File: config.mk
export PLATFORM = sky130hd
export DESIGN_NAME = pwm_speed_decoder
export DESIGN_NICKNAME = d
export VERILOG_FILES = /design/src/rtl/pwm_speed_decoder_pkg.sv /design/src/rtl/pwm_edge_sync.sv /design/src/rtl/pwm_speed_decoder.sv
export SDC_FILE = /design/constraint.sdc
export NUM_CORES = 1
export LEC_CHECK = 0
export CAP_MARGIN = 20
export CORE_MARGIN = 2
export CORE_UTILIZATION = 60
export CTS_CLUSTER_DIAMETER = 200
export DETAILED_ROUTE_END_ITERATION = 8
export HOLD_SLACK_MARGIN = 0.08
export PLACE_DENSITY = 0.8
export SLEW_MARGIN = 10
export SYNTH_ARGS = -nofsm -noshare
export SYNTH_HDL_FRONTEND = slang
export SYNTH_SLANG_ARGS = --single-unit
File: constraint.sdc
create_clock -name clk -period 3.5 [get_ports clk]
set_input_delay 1.05 -clock clk [delete_from_list [all_inputs] [get_ports clk]]
set_output_delay 1.05 -clock clk [all_outputs]
set_load 0.02 [all_outputs]
File: src/rtl/pwm_speed_decoder_pkg.sv
// Constants shared by the fan PWM generator and the PWM speed decoder.
package pwm_speed_decoder_pkg;

    localparam int PWM_PERIOD_W      = 8;
    localparam int PWM_SYNC_STAGES   = 2;
    localparam int PWM_TIMEOUT_EXTRA = 4;

    // Decoder FSM encoding; kept as plain constants so legacy blocks can share it.
    localparam logic [1:0] ST_WAIT_RISE       = 2'd0;
    localparam logic [1:0] ST_HIGH            = 2'd1;
    localparam logic [1:0] ST_LOW             = 2'd2;
    localparam logic [1:0] ST_WAIT_FALL_STUCK = 2'd3;

endpackage

File: src/rtl/pwm_edge_sync.sv
// Synchronizes the asynchronous PWM line and produces rise/fall strobes.
// Build macro DEGLITCH_EN: a level change must persist for 2 samples before it is accepted.
module pwm_edge_sync
    import pwm_speed_decoder_pkg::*;
#(
    parameter int SYNC_STAGES = PWM_SYNC_STAGES
) (
    input  logic i_clk,
    input  logic i_arst,
    input  logic i_pwm,
    output logic o_level,
    output logic o_rise,
    output logic o_fall
);

    logic [SYNC_STAGES-1:0] r_sync;
    logic                   r_level_d;
    logic                   w_level;

    always_ff @(posedge i_clk) begin
        if (i_arst) begin
            r_sync <= '0;
        end else begin
            r_sync <= {r_sync[SYNC_STAGES-2:0], i_pwm};
        end
    end

`ifdef DEGLITCH_EN
    logic r_filt;

    // The last two stages agreeing means the new level has been seen on two samples.
    always_ff @(posedge i_clk) begin
        if (i_arst) begin
            r_filt <= 1'b0;
        end else if (r_sync[SYNC_STAGES-1] == r_sync[SYNC_STAGES-2]) begin
            r_filt <= r_sync[SYNC_STAGES-1];
        end
    end

    assign w_level = r_filt;
`else
    assign w_level = r_sync[SYNC_STAGES-1];
`endif

    always_ff @(posedge i_clk) begin
        if (i_arst) begin
            r_level_d <= 1'b0;
        end else begin
            r_level_d <= w_level;
        end
    end

    assign o_level = w_level;
    assign o_rise  = w_level & ~r_level_d;
    assign o_fall  = ~w_level & r_level_d;

endmodule

File: src/rtl/pwm_speed_decoder.sv
// Recovers the fan speed code from a PWM line by timing high/low phases of each period.
// Build macro DEGLITCH_EN (in pwm_edge_sync) rejects single-cycle pulses on pwm_in.
module pwm_speed_decoder
    import pwm_speed_decoder_pkg::*;
#(
    parameter int PERIOD_W      = PWM_PERIOD_W,
    parameter int SYNC_STAGES   = PWM_SYNC_STAGES,
    parameter int TIMEOUT_EXTRA = PWM_TIMEOUT_EXTRA
) (
    input  logic                clk,
    input  logic                arst,
    input  logic                pwm_in,
    output logic [PERIOD_W-1:0] speed_out,
    output logic                speed_valid,
    output logic                period_err,
    output logic                stuck_low,
    output logic                stuck_high
);

    localparam int CNT_W = PERIOD_W + 1;
    localparam int SUM_W = CNT_W + 1;
    localparam logic [CNT_W-1:0] CNT_ONE     = CNT_W'(1);
    localparam logic [CNT_W-1:0] CNT_MAX     = '1;
    localparam logic [CNT_W-1:0] TIMEOUT_CNT = CNT_W'((1 << PERIOD_W) + TIMEOUT_EXTRA);
    localparam logic [SUM_W-1:0] PERIOD_CNT  = SUM_W'(1 << PERIOD_W);

    logic [1:0]          r_state;
    logic [CNT_W-1:0]    r_high;
    logic [CNT_W-1:0]    r_low;
    logic [CNT_W-1:0]    r_run;
    logic                r_skip;
    logic [PERIOD_W-1:0] r_speed;
    logic                r_valid_pend;
    logic                r_valid;
    logic                r_err_pend;
    logic                r_err;
    logic                r_stuck_low;
    logic                r_stuck_high;

    logic                w_level;
    logic                w_rise;
    logic                w_fall;
    logic [CNT_W-1:0]    w_run_now;
    logic [CNT_W-1:0]    w_high_inc;
    logic [CNT_W-1:0]    w_low_inc;
    logic [SUM_W-1:0]    w_sum;
    logic                w_timeout_high;
    logic                w_timeout_low;

    pwm_edge_sync #(
        .SYNC_STAGES(SYNC_STAGES)
    ) u_edge_sync (
        .i_clk  (clk),
        .i_arst (arst),
        .i_pwm  (pwm_in),
        .o_level(w_level),
        .o_rise (w_rise),
        .o_fall (w_fall)
    );

    // Length of the current constant-level run, including this cycle; restarts on any edge.
    assign w_run_now  = (w_rise | w_fall) ? CNT_ONE : ((r_run == CNT_MAX) ? r_run : r_run + 1'b1);
    assign w_high_inc = (r_high == CNT_MAX) ? r_high : r_high + 1'b1;
    assign w_low_inc  = (r_low == CNT_MAX) ? r_low : r_low + 1'b1;
    assign w_sum      = {1'b0, r_high} + {1'b0, r_low};

    assign w_timeout_high = w_level & ~w_rise & (w_run_now == TIMEOUT_CNT);
    assign w_timeout_low  = ~w_level & ~w_fall & (w_run_now == TIMEOUT_CNT);

    always_ff @(posedge clk) begin
        if (arst) begin
            r_state      <= ST_WAIT_RISE;
            r_high       <= '0;
            r_low        <= '0;
            r_run        <= '0;
            r_skip       <= 1'b0;
            r_speed      <= '0;
            r_valid_pend <= 1'b0;
            r_valid      <= 1'b0;
            r_err_pend   <= 1'b0;
            r_err        <= 1'b0;
            r_stuck_low  <= 1'b0;
            r_stuck_high <= 1'b0;
        end else begin
            r_run        <= w_run_now;
            r_valid_pend <= 1'b0;
            r_err_pend   <= 1'b0;
            r_valid      <= r_valid_pend;
            r_err        <= r_err_pend;

            if (w_rise) begin
                r_stuck_low <= 1'b0;
            end
            if (w_fall) begin
                r_stuck_high <= 1'b0;
            end

            case (r_state)
                ST_WAIT_RISE: begin
                    r_high <= '0;
                    r_low  <= '0;
                    if (w_rise) begin
                        r_state <= ST_HIGH;
                        r_high  <= CNT_ONE;
                    end
                end
                ST_HIGH: begin
                    if (w_fall) begin
                        r_state <= ST_LOW;
                        r_low   <= CNT_ONE;
                    end else if (w_level) begin
                        r_high <= w_high_inc;
                    end
                end
                ST_LOW: begin
                    if (w_rise) begin
                        // The closing rise of one period also opens the next one.
                        if (!r_skip) begin
                            if (w_sum == PERIOD_CNT) begin
                                r_speed      <= r_high[PERIOD_W-1:0];
                                r_valid_pend <= 1'b1;
                            end else begin
                                r_err_pend <= 1'b1;
                            end
                        end
                        r_skip  <= 1'b0;
                        r_state <= ST_HIGH;
                        r_high  <= CNT_ONE;
                        r_low   <= '0;
                    end else if (!w_level) begin
                        r_low <= w_low_inc;
                    end
                end
                default: begin
                    r_high <= '0;
                    r_low  <= '0;
                    if (w_fall) begin
                        r_state <= ST_LOW;
                        r_low   <= CNT_ONE;
                    end
                end
            endcase

            // A stuck line overrides the measurement; after stuck-high the partial period is skipped.
            if (w_timeout_high) begin
                r_stuck_high <= 1'b1;
                r_speed      <= '1;
                r_valid_pend <= 1'b1;
                r_state      <= ST_WAIT_FALL_STUCK;
                r_high       <= '0;
                r_low        <= '0;
                r_skip       <= 1'b1;
            end else if (w_timeout_low) begin
                r_stuck_low  <= 1'b1;
                r_speed      <= '0;
                r_valid_pend <= 1'b1;
                r_state      <= ST_WAIT_RISE;
                r_high       <= '0;
                r_low        <= '0;
                r_skip       <= 1'b0;
            end
        end
    end

    assign speed_out   = r_speed;
    assign speed_valid = r_valid;
    assign period_err  = r_err;
    assign stuck_low   = r_stuck_low;
    assign stuck_high  = r_stuck_high;

endmodule

Word-level counts from Yosys, hierarchy flattened:

Index checks and enable logic that the tools add are counted.

* $add $sub $neg: 4
* equal/unequal tests: 16
* mux-type cells: 41
* bitwise operators: 12
* reductions and logical operators: 14

Operators by type and width (number)
* 9-bit 2-to-1 mux: 10
* 9-bit one-hot mux with 3 select lines: 2
* 8-bit 2-to-1 mux: 6
* 9-bit equality test, second input constant: 4
* 9-bit by 1-bit adder with 9-bit output, second input constant: 3
* 1-bit 2-to-1 mux: 18
* 9-bit by 9-bit adder with 10-bit output: 1
* 10-bit by 9-bit equality test with 1-bit output, second input constant: 1
* 2-bit 2-to-1 mux: 5
* 3-bit nonzero test: 3
* 2-bit != test, second input constant: 4
* 4-bit AND reduction: 2
* 1-bit AND: 6
* 3-bit != test, second input constant: 2
* 1-bit NOT: 5
* 4-bit by 1-bit != test with 1-bit output, second input constant: 1
* 2-bit AND reduction: 2
* 4-bit nonzero test: 1
* 4-bit OR reduction: 1
* 3-bit by 1-bit != test with 1-bit output, second input constant: 1
* 3-bit AND reduction: 1
* 3-bit OR reduction: 1
* 2-bit by 1-bit equality test with 1-bit output, second input constant: 1
* 2-bit equality test, second input constant: 1
* other kinds (5): 5

* register bits: 47
* input port bits: 3
* output and inout port bits: 12
* word-level logic and storage cells: 101

Depth between registers and ports, before layout:

Gate-level depths: netlist of the first run.

* depth after elaboration: 8
* mapped depth: 10
* mapped depth without buffers: 10

Hierarchy:

From an unflattened synthesis of the first run, not the netlist that was laid out.

* cell total of the unflattened synthesis: 301
* area total of the unflattened synthesis: 2638.8 µm²

By module, submodules not included
* pwm_speed_decoder: times used 1, cells each 293, area each 2547.4 µm², sequential area each 880.8 µm²
* pwm_edge_sync: times used 1, cells each 8, area each 91.3 µm², sequential area each 60.1 µm²

Worst setup path after synthesis of the first run:

OpenSTA, ideal clock, no wires.

* kind: register -> register
* start: register r_high[0]
* end: register r_err_pend
* library setup time: 131 ps
* arrival: 2631 ps
* required time: 3369 ps
* slack: 737 ps
* stages on the path, launching flop included: 10
* path buffers: 1
* period minus slack after synthesis: 2763 ps
* cells stage by stage: dfxtp_1 ha_1 fa_1 a211oi_1 o21ai_1 a2111oi_1 or4b_1 buf_2 nor4b_2 nor4_1

* cells in the longest elaborated chain, start to end: 3

Ends and longest elaborated chain
* from (decl): line pwm_speed_decoder.sv:28 `logic [CNT_W-1:0] r_high;`
* from (signal assigned): line pwm_speed_decoder.sv:112 `r_high <= w_high_inc;`
* 9-bit by 9-bit adder with 10-bit output: line pwm_speed_decoder.sv:65 `assign w_sum = {1'b0, r_high} + {1'b0, r_low};`
* 10-bit by 9-bit equality test with 1-bit output: line pwm_speed_decoder.sv:119 `if (w_sum == PERIOD_CNT) begin`
* 1-bit 2-to-1 mux: line pwm_speed_decoder.sv:119
* to (signal assigned): line pwm_speed_decoder.sv:80 `r_err_pend <= 1'b0;`
* to (signal assigned): line pwm_speed_decoder.sv:87 `r_err_pend <= 1'b0;`
* to (signal assigned): line pwm_speed_decoder.sv:123 `r_err_pend <= 1'b1;`
* to (decl): line pwm_speed_decoder.sv:35 `logic r_err_pend;`

Every way passes these cells.
A chain may end at the register's enable or synchronous reset.

Worst setup path after layout of the first run:

Same ends and word-level chain as after synthesis.

==> out/metrics.cfg, run 1 <==
[finish]
nets=373
nFillCells=383
seqCellArea_um2=941
area_delta_synth_final_pct=8.86
diodes=0
multi_input_area_um2=1840
fin_area_um2=3100
layout-drive-gt1-share_pct=6.27
final_util_pct=66.6

[clock_network]
cts_tree=done
cts.sinks=47
cts_root_buffer=clkbuf_8
postCtsSetupRepairBufs=0
cts_buffers=5
htreeDepth=2
clk_path_buf_depth=2
hold_buffers=0
path_clk_slew_ns=0.09
clk_latency_ns=0.31
post_cts_resized=0

[logic_synthesis]
yosys.area_share.xor_xnor_pct=5.22
avgSynthCellArea_um2=8.41
yosys_register_bits=47
synth_nets=361
yosysMostFrequentCell=dfxtp_1
synth_top_family_by_area=simple AND/OR/NAND/NOR gates
synth-edff-count=0
ys_warn_count=0
synth_compound_area_share_pct=18.7
synthSimpleGateAreaFrac_pct=31.2
synthFlopType=dfxtp_1
synth_commonest_cells=47 x dfxtp_1, 37 x nor2_1, 25 x nand3_1
yosys-top-cells-area=dfxtp_1 33%, ha_1 7.9%, nor2_1 4.9%
ys_async_sr_fraction_pct=0
yosysSeqAreaShare_pct=33.0
synth_fa_ha_area_share_pct=8.60
syn-cell-area_um2=2850
synthCells=339
yosys.area.top_type=dfxtp_1
synth_mux_area_share_pct=0.702
netlist.area_leader.share_pct=33.0
ys_types=56

[placed_design]
post_dp_cell_area_um2=3020
portBuffers=14
hpwl_um=4680
gp_congestion=0.906

[drt]
dr.pass1.iters=4
drc=0
drtIter0Drc=209
routedWlPerCell_um=15.5
antenna_left=0
vias=2555
drt_wl_total_um=6290
viasPerCell=6.31

[sta]
finalHoldViolCount=0
finClkSkew_ns=0.0153
holdWs_ns=0.445
rsz0062_at_grt=false
fin_crit_ns=3.11
drv_slew=0
tightest_slew_ns=0.828
fmax_ghz=0.321
fin_crit_sh_pct=88.9
fin_tns_setup_ns=0
setup_violations=0
relSlewSlack_pct=44.3

[pwr]
ir_worst_vdd_mv=0.215
power.total_mw=0.933
power.density_nw_per_um2=300
power_leakage_nw=1.17

[setup_path]
reg2regPathDepth=8
cp-start-kind=register
critPathLaunch=r_high[0]$_SDFFE_PP0P_
crit_cells=8
crit_arrival_ns=3.30
worstSetupPathType=reg2reg
crit_chain=ha_1 -> fa_1 -> a211oi_1 -> o21ai_1 -> a2111oi_1 -> or4b_1 -> nor4b_2 -> nor4_1
path_buf_inv=0
crit_family=simple AND/OR/NAND/NOR gates
slowest_stage=or4b_1
slowest_delay_ns=0.66
cp.required_ns=3.69
path_max_fanout=9
crit_path_end_kind=register
worstReg2RegStart=r_high[0]$_SDFFE_PP0P_

[floorplanning]
die_area_um2=5320
ios=15
coreArea_um2=4660
fp.dieW_um=72.9
die_y_um=72.9
start_util_pct=61.2
rows=25

[global_route]
grt.total_usage_pct=25.6
grt_pass1_vias=2393
overflow=0
antenna_found_initial=0
grt_max_degree=27
grt_pass1_wl_um=10800

[run_status]
status=complete, no violations

[min_path]
worst_hold_path.num_cells=1
min_from=u_edge_sync.r_sync[0]$_SDFF_PP0_
hold_class=reg2reg

[job]
drv_cap=0

through the flow:
stage | instances | worst slack [ns]
floorplan | 339 | 0.737
global placement | 398 | 0.526
detailed placement | 398 | 0.462
CTS | 405 | 0.414
global route | 405 | 0.0986
finish | 405 | 0.389
power by group:
group / switching (mW) / internal, mW / leakage (nW)
Clock: 0.184 / 0.137 / 0.0440
Sequential: 0.00867 / 0.540 / 0.380
Combinational: 0.0393 / 0.0234 / 0.742
cell usage in the layout (no fill, tap or decap), types with 4 or more instances in the layout:
master,Yosys,layout
a211oi_1,4,4
nor2_1,37,37
nand4_1,15,15
o211ai_1,4,4
and3_1,4,4
o2111ai_1,12,12
a31oi_1,4,4
inv_1,8,8
o21ai_0,9,9
nand2b_1,10,10
xor2_1,10,10
clkdlybuf4s50_1,0,14
ha_1,18,18
clkbuf_8,0,5
nand2_1,22,22
dfxtp_1,47,47
nor3b_1,4,4
a21oi_1,13,13
nor3_1,7,7
nand3_1,25,25
a21o_1,4,4
nor2b_1,15,15
xnor2_1,7,7
area by class of cell:
cell class                 count  area share [%]
clock inverter                 2           0.443
tap                           54            2.18
sequential                    47            30.3
clock buffer                   5            2.22
inverter                       8           0.967
multi-input combinational    274            59.1
timing repair buffer          15            4.76
worst reg2reg max path, delay by kind of cell, from the launching register on:
kind,cells,cell delay [ns]
simple gates,3,1.08
compound gates,3,0.86
fa+ha+maj,2,0.68
flops,1,0.37
state kept, by name, indices dropped and copies added, names as in the netlist:
register / count
stuck_high: 1
speed_out: 8
r_low: 9
r_valid_pend: 1
u_edge_sync.r_sync: 2
u_edge_sync.r_level_d: 1
r_high: 9
r_run: 9
speed_valid: 1
period_err: 1
stuck_low: 1
r_state: 2
r_err_pend: 1
r_skip: 1
metal layers:
| layer | track usage (%) | vias up | wire (um) |
|---|---|---|---|
| met3 | 4.97 | 10 | 268 |
| met4 | 8.23 | 0 | 108 |
| met1 | 34.8 | 1185 | 3010 |
| met5 | 0 | - | 0 |
| met2 | 41.0 | 62 | 2910 |
| li1 | - | 1298 | - |
final timing paths:
path | endpoint | slack [ns]
worst max-delay path | r_err_pend$_SDFF_PP0_ | 0.39
worst max register to register | r_err_pend$_SDFF_PP0_ | 0.39
worst min register to register | u_edge_sync.r_sync[1]$_SDFF_PP0_ | 0.45
worst min-delay path | u_edge_sync.r_sync[1]$_SDFF_PP0_ | 0.45
cells by family after synthesis:
family                   after synthesis
AO/OA/AOI/OAI                         73
XOR/XNOR                              17
adder cells (fa/ha/maj)               19
buffers and inverters                 18
flip-flops                            47
multiplexers                           2
AND/OR/NAND/NOR                      163
No activity file was read; power rests on OpenSTA's default activity.
==> run 2: changes to the inputs <==
--- a/config.mk
+++ b/config.mk
@@ -6,7 +6,6 @@
 export NUM_CORES = 1
 export LEC_CHECK = 0
 export CAP_MARGIN = 20
-export CORE_MARGIN = 2
 export CORE_UTILIZATION = 60
 export CTS_CLUSTER_DIAMETER = 200
 export DETAILED_ROUTE_END_ITERATION = 8
==> run 2 against run 1 <==
Net effect: the run now ends with DRC left; global-route usage grew 1.4 points; clock skew shrank 0.012 ns; clock power grew 14%; critical path type unchanged; critical endpoint unchanged; largest power group unchanged; highest routed layer unchanged.
==> out/metrics.cfg, run 2 (same netlist as run 1, synthesis figures left out) <==
[finish]
layout-drive-gt1-share_pct=6.53
area_delta_synth_final_pct=9.52
nFillCells=366
diodes=0
nets=373
layout_common_cells=47 x dfxtp_1, 37 x nor2_1, 25 x nand3_1
top_regs=r_high (9), r_low (9), r_run (9)
final_common_cell=dfxtp_1

[global_route]
overflow=0
grt.total_usage_pct=27.0
grt_max_degree=27
antenna_found_initial=0
grt_pass1_wl_um=10800
grt_pass1_vias=2318

[pwr]
switching_power_mw=0.235
power.density_nw_per_um2=313
power_leakage_nw=1.17
power.total_mw=0.978
p_int_mw=0.743
power.share.clock_pct=37.5
p_sw_share_pct=24.0
power.share.sequential_pct=56.1
ir_worst_vdd_mv=0.242
combPwrFrac_pct=6.5

[clock_network]
hold_buffers=0
post_cts_resized=0
postCtsSetupRepairBufs=0
cts_root_buffer=clkbuf_8
cts_tree=done
cts.sinks=47
htreeDepth=2
clk_path_buf_depth=2
cts_buffers=5
clk_latency_ns=0.31
path_clk_slew_ns=0.09

[sta]
fmax_ghz=0.327
tightest_slew_ns=0.923
setup_violations=0
drv_slew=0
fin_crit_ns=3.06
finClkSkew_ns=0.00286
fin_tns_setup_ns=0
relSlewSlack_pct=37.9
rsz0062_at_grt=false
finalHoldViolCount=0
fin_crit_sh_pct=87.4

[drt]
drc=4
drtIter0Drc=261
viasPerCell=6.52
dr.pass1.iters=7
vias=2634
drt_wl_total_um=6380
routedWlPerCell_um=15.8
antenna_left=0

[setup_path]
cp.required_ns=3.69
cp-start-kind=register
reg2regPathDepth=8
crit_arrival_ns=3.25
worstSetupPathType=reg2reg
crit_path_end_kind=register
path_max_fanout=9

[placed_design]
gp_congestion=0.851
hpwl_um=4580
portBuffers=14

[min_path]
hold_class=reg2reg
worst_hold_path.num_cells=1

[floorplanning]
die_y_um=70.9
die_area_um2=5030
fp.dieW_um=70.9
start_util_pct=63.7
rows=24
coreArea_um2=4470
ios=15

[run_status]
status=finished, violations left
violations=DRC

[job]
drv_cap=0

==> run 2: metal layers <==
layer / vias up / wire length [um] / GRT usage [%]
met5: - / 0 / 0
met4: 0 / 195 / 10.9
met3: 23 / 373 / 5.70
met2: 96 / 2830 / 41.6
met1: 1224 / 2980 / 37.0
li1: 1291 / - / -
==> run 2: path summary, 6_finish.rpt <==
check                                             start                endpoint  slack (ns)
worst max-delay path             r_high[0]$_SDFFE_PP0P_   r_err_pend$_SDFF_PP0_        0.44
worst min-delay path            r_valid_pend$_SDFF_PP0_  speed_valid$_SDFF_PP0_        0.44
worst max register to register   r_high[0]$_SDFFE_PP0P_   r_err_pend$_SDFF_PP0_        0.44
worst min register to register  r_valid_pend$_SDFF_PP0_  speed_valid$_SDFF_PP0_        0.44
==> run 2: cell type report <==
type | instances | area [um^2] | share of cell area (%)
Sequential cell | 47 | 941 | 30.1
Clock inverter | 1 | 7.51 | 0.240
Tap cell | 52 | 65.1 | 2.08
Inverter | 8 | 30.0 | 0.962
Timing Repair Buffer | 15 | 148 | 4.73
Multi-Input combinational cell | 274 | 1840 | 58.8
Clock buffer | 7 | 96.3 | 3.08
==> run 2: worst max-delay path, cell delays in order, from the launching register on <==
cell       delay, ns
dfxtp_1         0.36
ha_1            0.25
fa_1            0.43
a211oi_1        0.31
o21ai_1         0.14
a2111oi_1       0.41
or4b_1          0.66
nor4b_2         0.31
nor4_1          0.07
==> run 2: power groups by stage <==
stage          Sequential (mW)  Combinational [mW]  Clock (mW)
6_report                 0.549              0.0633       0.367
5_1_grt                  0.550              0.0708       0.398
4_1_cts                  0.548              0.0629       0.371
3_5_place_dp             0.561              0.0623           0
3_3_place_gp             0.561              0.0606           0
2_1_floorplan            0.557              0.0507           0
==> run 2: through the flow <==
step,setup WS (ns),hold WS [ns],std cells,area [um^2],util [%]
6_report,0.440,0.439,404,3120,69.8
5_1_grt,0.235,0.460,404,3120,69.8
4_1_cts,0.456,0.445,404,3120,69.8
3_5_place_dp,0.467,0.425,396,3020,67.5
3_3_place_gp,0.520,0.417,396,3020,67.5
2_1_floorplan,0.737,0.414,339,2850,-
==> run 3: changes to the inputs <==
--- a/config.mk
+++ b/config.mk
@@ -6,11 +6,13 @@
 export NUM_CORES = 1
 export LEC_CHECK = 0
 export CAP_MARGIN = 20
-export CORE_UTILIZATION = 60
+export CORE_UTILIZATION = 61
 export CTS_CLUSTER_DIAMETER = 200
 export DETAILED_ROUTE_END_ITERATION = 8
+export DONT_BUFFER_PORTS = 1
 export HOLD_SLACK_MARGIN = 0.08
-export PLACE_DENSITY = 0.8
+export PLACE_DENSITY = 0.77
+export SKIP_CTS_REPAIR_TIMING = 1
 export SLEW_MARGIN = 10
 export SYNTH_ARGS = -nofsm -noshare
 export SYNTH_HDL_FRONTEND = slang
==> run 3 against run 2 <==
Net effect: the run now ends clean; global-route usage decreased by 1.1 points; hold slack better by 0.0073 ns; fmax decreased by 0.63%; power down 4.4%; sequential cell count unchanged; clock power shrank 9.8%; register-to-register slack got worse by 0.02 ns; final cell count shrank 3.7%; critical path type unchanged.
==> out/metrics.cfg, run 3 (same netlist as run 1, synthesis figures left out) <==
[run_status]
status=complete, no violations

[finish]
diodes=0
nets=359
area_delta_synth_final_pct=4.04
layout-drive-gt1-share_pct=6.53
layout_common_cells=47 x dfxtp_1, 37 x nor2_1, 25 x nand3_1
fin_area_um2=2970
top_regs=r_high (9), r_low (9), r_run (9)
final_common_cell=dfxtp_1

[clock_network]
cts_root_buffer=clkbuf_8
path_clk_slew_ns=0.08
htreeDepth=2
cts_buffers=5
clk_path_buf_depth=2
cts.sinks=47
cts_tree=done
clk_latency_ns=0.30

[global_route]
overflow=0
grt.total_usage_pct=25.9
grt_pass1_wl_um=10300
grt_max_degree=27
grt_pass1_vias=2233
antenna_found_initial=0

[setup_path]
crit_arrival_ns=3.26
cp-start-kind=register
worstSetupPathType=reg2reg
cp.required_ns=3.68
crit_path_end_kind=register
path_max_fanout=9

[sta]
tightest_slew_ns=0.889
fin_crit_sh_pct=88.0
finClkSkew_ns=0.00618
finalHoldViolCount=0
rsz0062_at_grt=false
drv_slew=0
fin_crit_ns=3.08
holdWs_ns=0.447
relSlewSlack_pct=40.2
setup_violations=0
fin_tns_setup_ns=0
fmax_ghz=0.325

[placed_design]
hpwl_um=4650
portBuffers=0
gp_congestion=0.951
post_dp_cell_area_um2=2880

[job]
drv_cap=0

[pwr]
switching_power_mw=0.218
p_sw_share_pct=23.4
power.density_nw_per_um2=315
power.share.sequential_pct=58.7
power.share.clock_pct=35.4
combPwrFrac_pct=6.0
ir_worst_vdd_mv=0.289
p_int_mw=0.717
power_leakage_nw=1.12

[drt]
drtIter0Drc=186
antenna_left=0
routedWlPerCell_um=15.6
drt_wl_total_um=6060
vias=2488
viasPerCell=6.40
drc=0
dr.pass1.iters=4

[min_path]
hold_class=reg2reg

[floorplanning]
ios=15
rows=24
start_util_pct=64.6
coreArea_um2=4410
die_y_um=70.4
die_area_um2=4950
fp.dieW_um=70.4

run 3: cell count changes in the layout (fill, tap and decap cells not counted), sizes merged:
cell / delta
clkinv: +1
clkinvlp: -1
clkbuf: -1
clkdlybuf4s50: -14
run 3: cell type report:
class	count	area, um^2
Clock inverter	1	5.00
Inverter	8	30.0
Multi-Input combinational cell	274	1840
Timing Repair Buffer	1	7.51
Tap cell	52	65.1
Sequential cell	47	941
Clock buffer	6	82.6
Fill cell	372	1450
run 3: routing by layer:
metal	wire length [um]	up-vias	track usage, %
met4	67	0	7.56
li1	-	1262	-
met5	0	-	0
met2	2690	68	40.4
met1	3000	1152	35.8
met3	290	6	5.48
run 3: through the flow:
stage / worst slack, ns / utilization [%] / instances / total power, mW
floorplan: 0.737 / - / 339 / 0.608
CTS: 0.414 / 67.2 / 389 / 0.945
global placement: 0.513 / 65.2 / 382 / 0.615
finish: 0.421 / 67.2 / 389 / 0.935
detailed placement: 0.457 / 65.2 / 382 / 0.617
global route: 0.115 / 67.2 / 389 / 0.969
run 3: final timing paths:
check | endpoint | cells past startpoint | slack [ns] | from
worst max-delay path | speed_out[1]$_SDFFE_PP0P_ | 8 | 0.42 | r_high[0]$_SDFFE_PP0P_
worst min-delay path | speed_valid$_SDFF_PP0_ | 1 | 0.45 | r_valid_pend$_SDFF_PP0_
worst max register to register | speed_out[1]$_SDFFE_PP0P_ | 8 | 0.42 | r_high[0]$_SDFFE_PP0P_
worst min register to register | speed_valid$_SDFF_PP0_ | 1 | 0.45 | r_valid_pend$_SDFF_PP0_
run 3: power by group through the flow:
| stage | logic, mW | registers, mW | clock network [mW] |
|---|---|---|---|
| floorplan | 0.0507 | 0.557 | 0 |
| global placement | 0.0547 | 0.561 | 0 |
| detailed placement | 0.0555 | 0.561 | 0 |
| CTS | 0.0559 | 0.549 | 0.340 |
| global route | 0.0625 | 0.550 | 0.356 |
| finish | 0.0558 | 0.549 | 0.331 |
run 3: critical path, cell delays in order (launching register included):
cell and delay (ns):
dfxtp_1 0.36, ha_1 0.26, fa_1 0.43, a211oi_1 0.31
o21ai_1 0.14, a2111oi_1 0.45, or4b_1 0.66, o2111ai_1 0.27
nand3_1 0.09
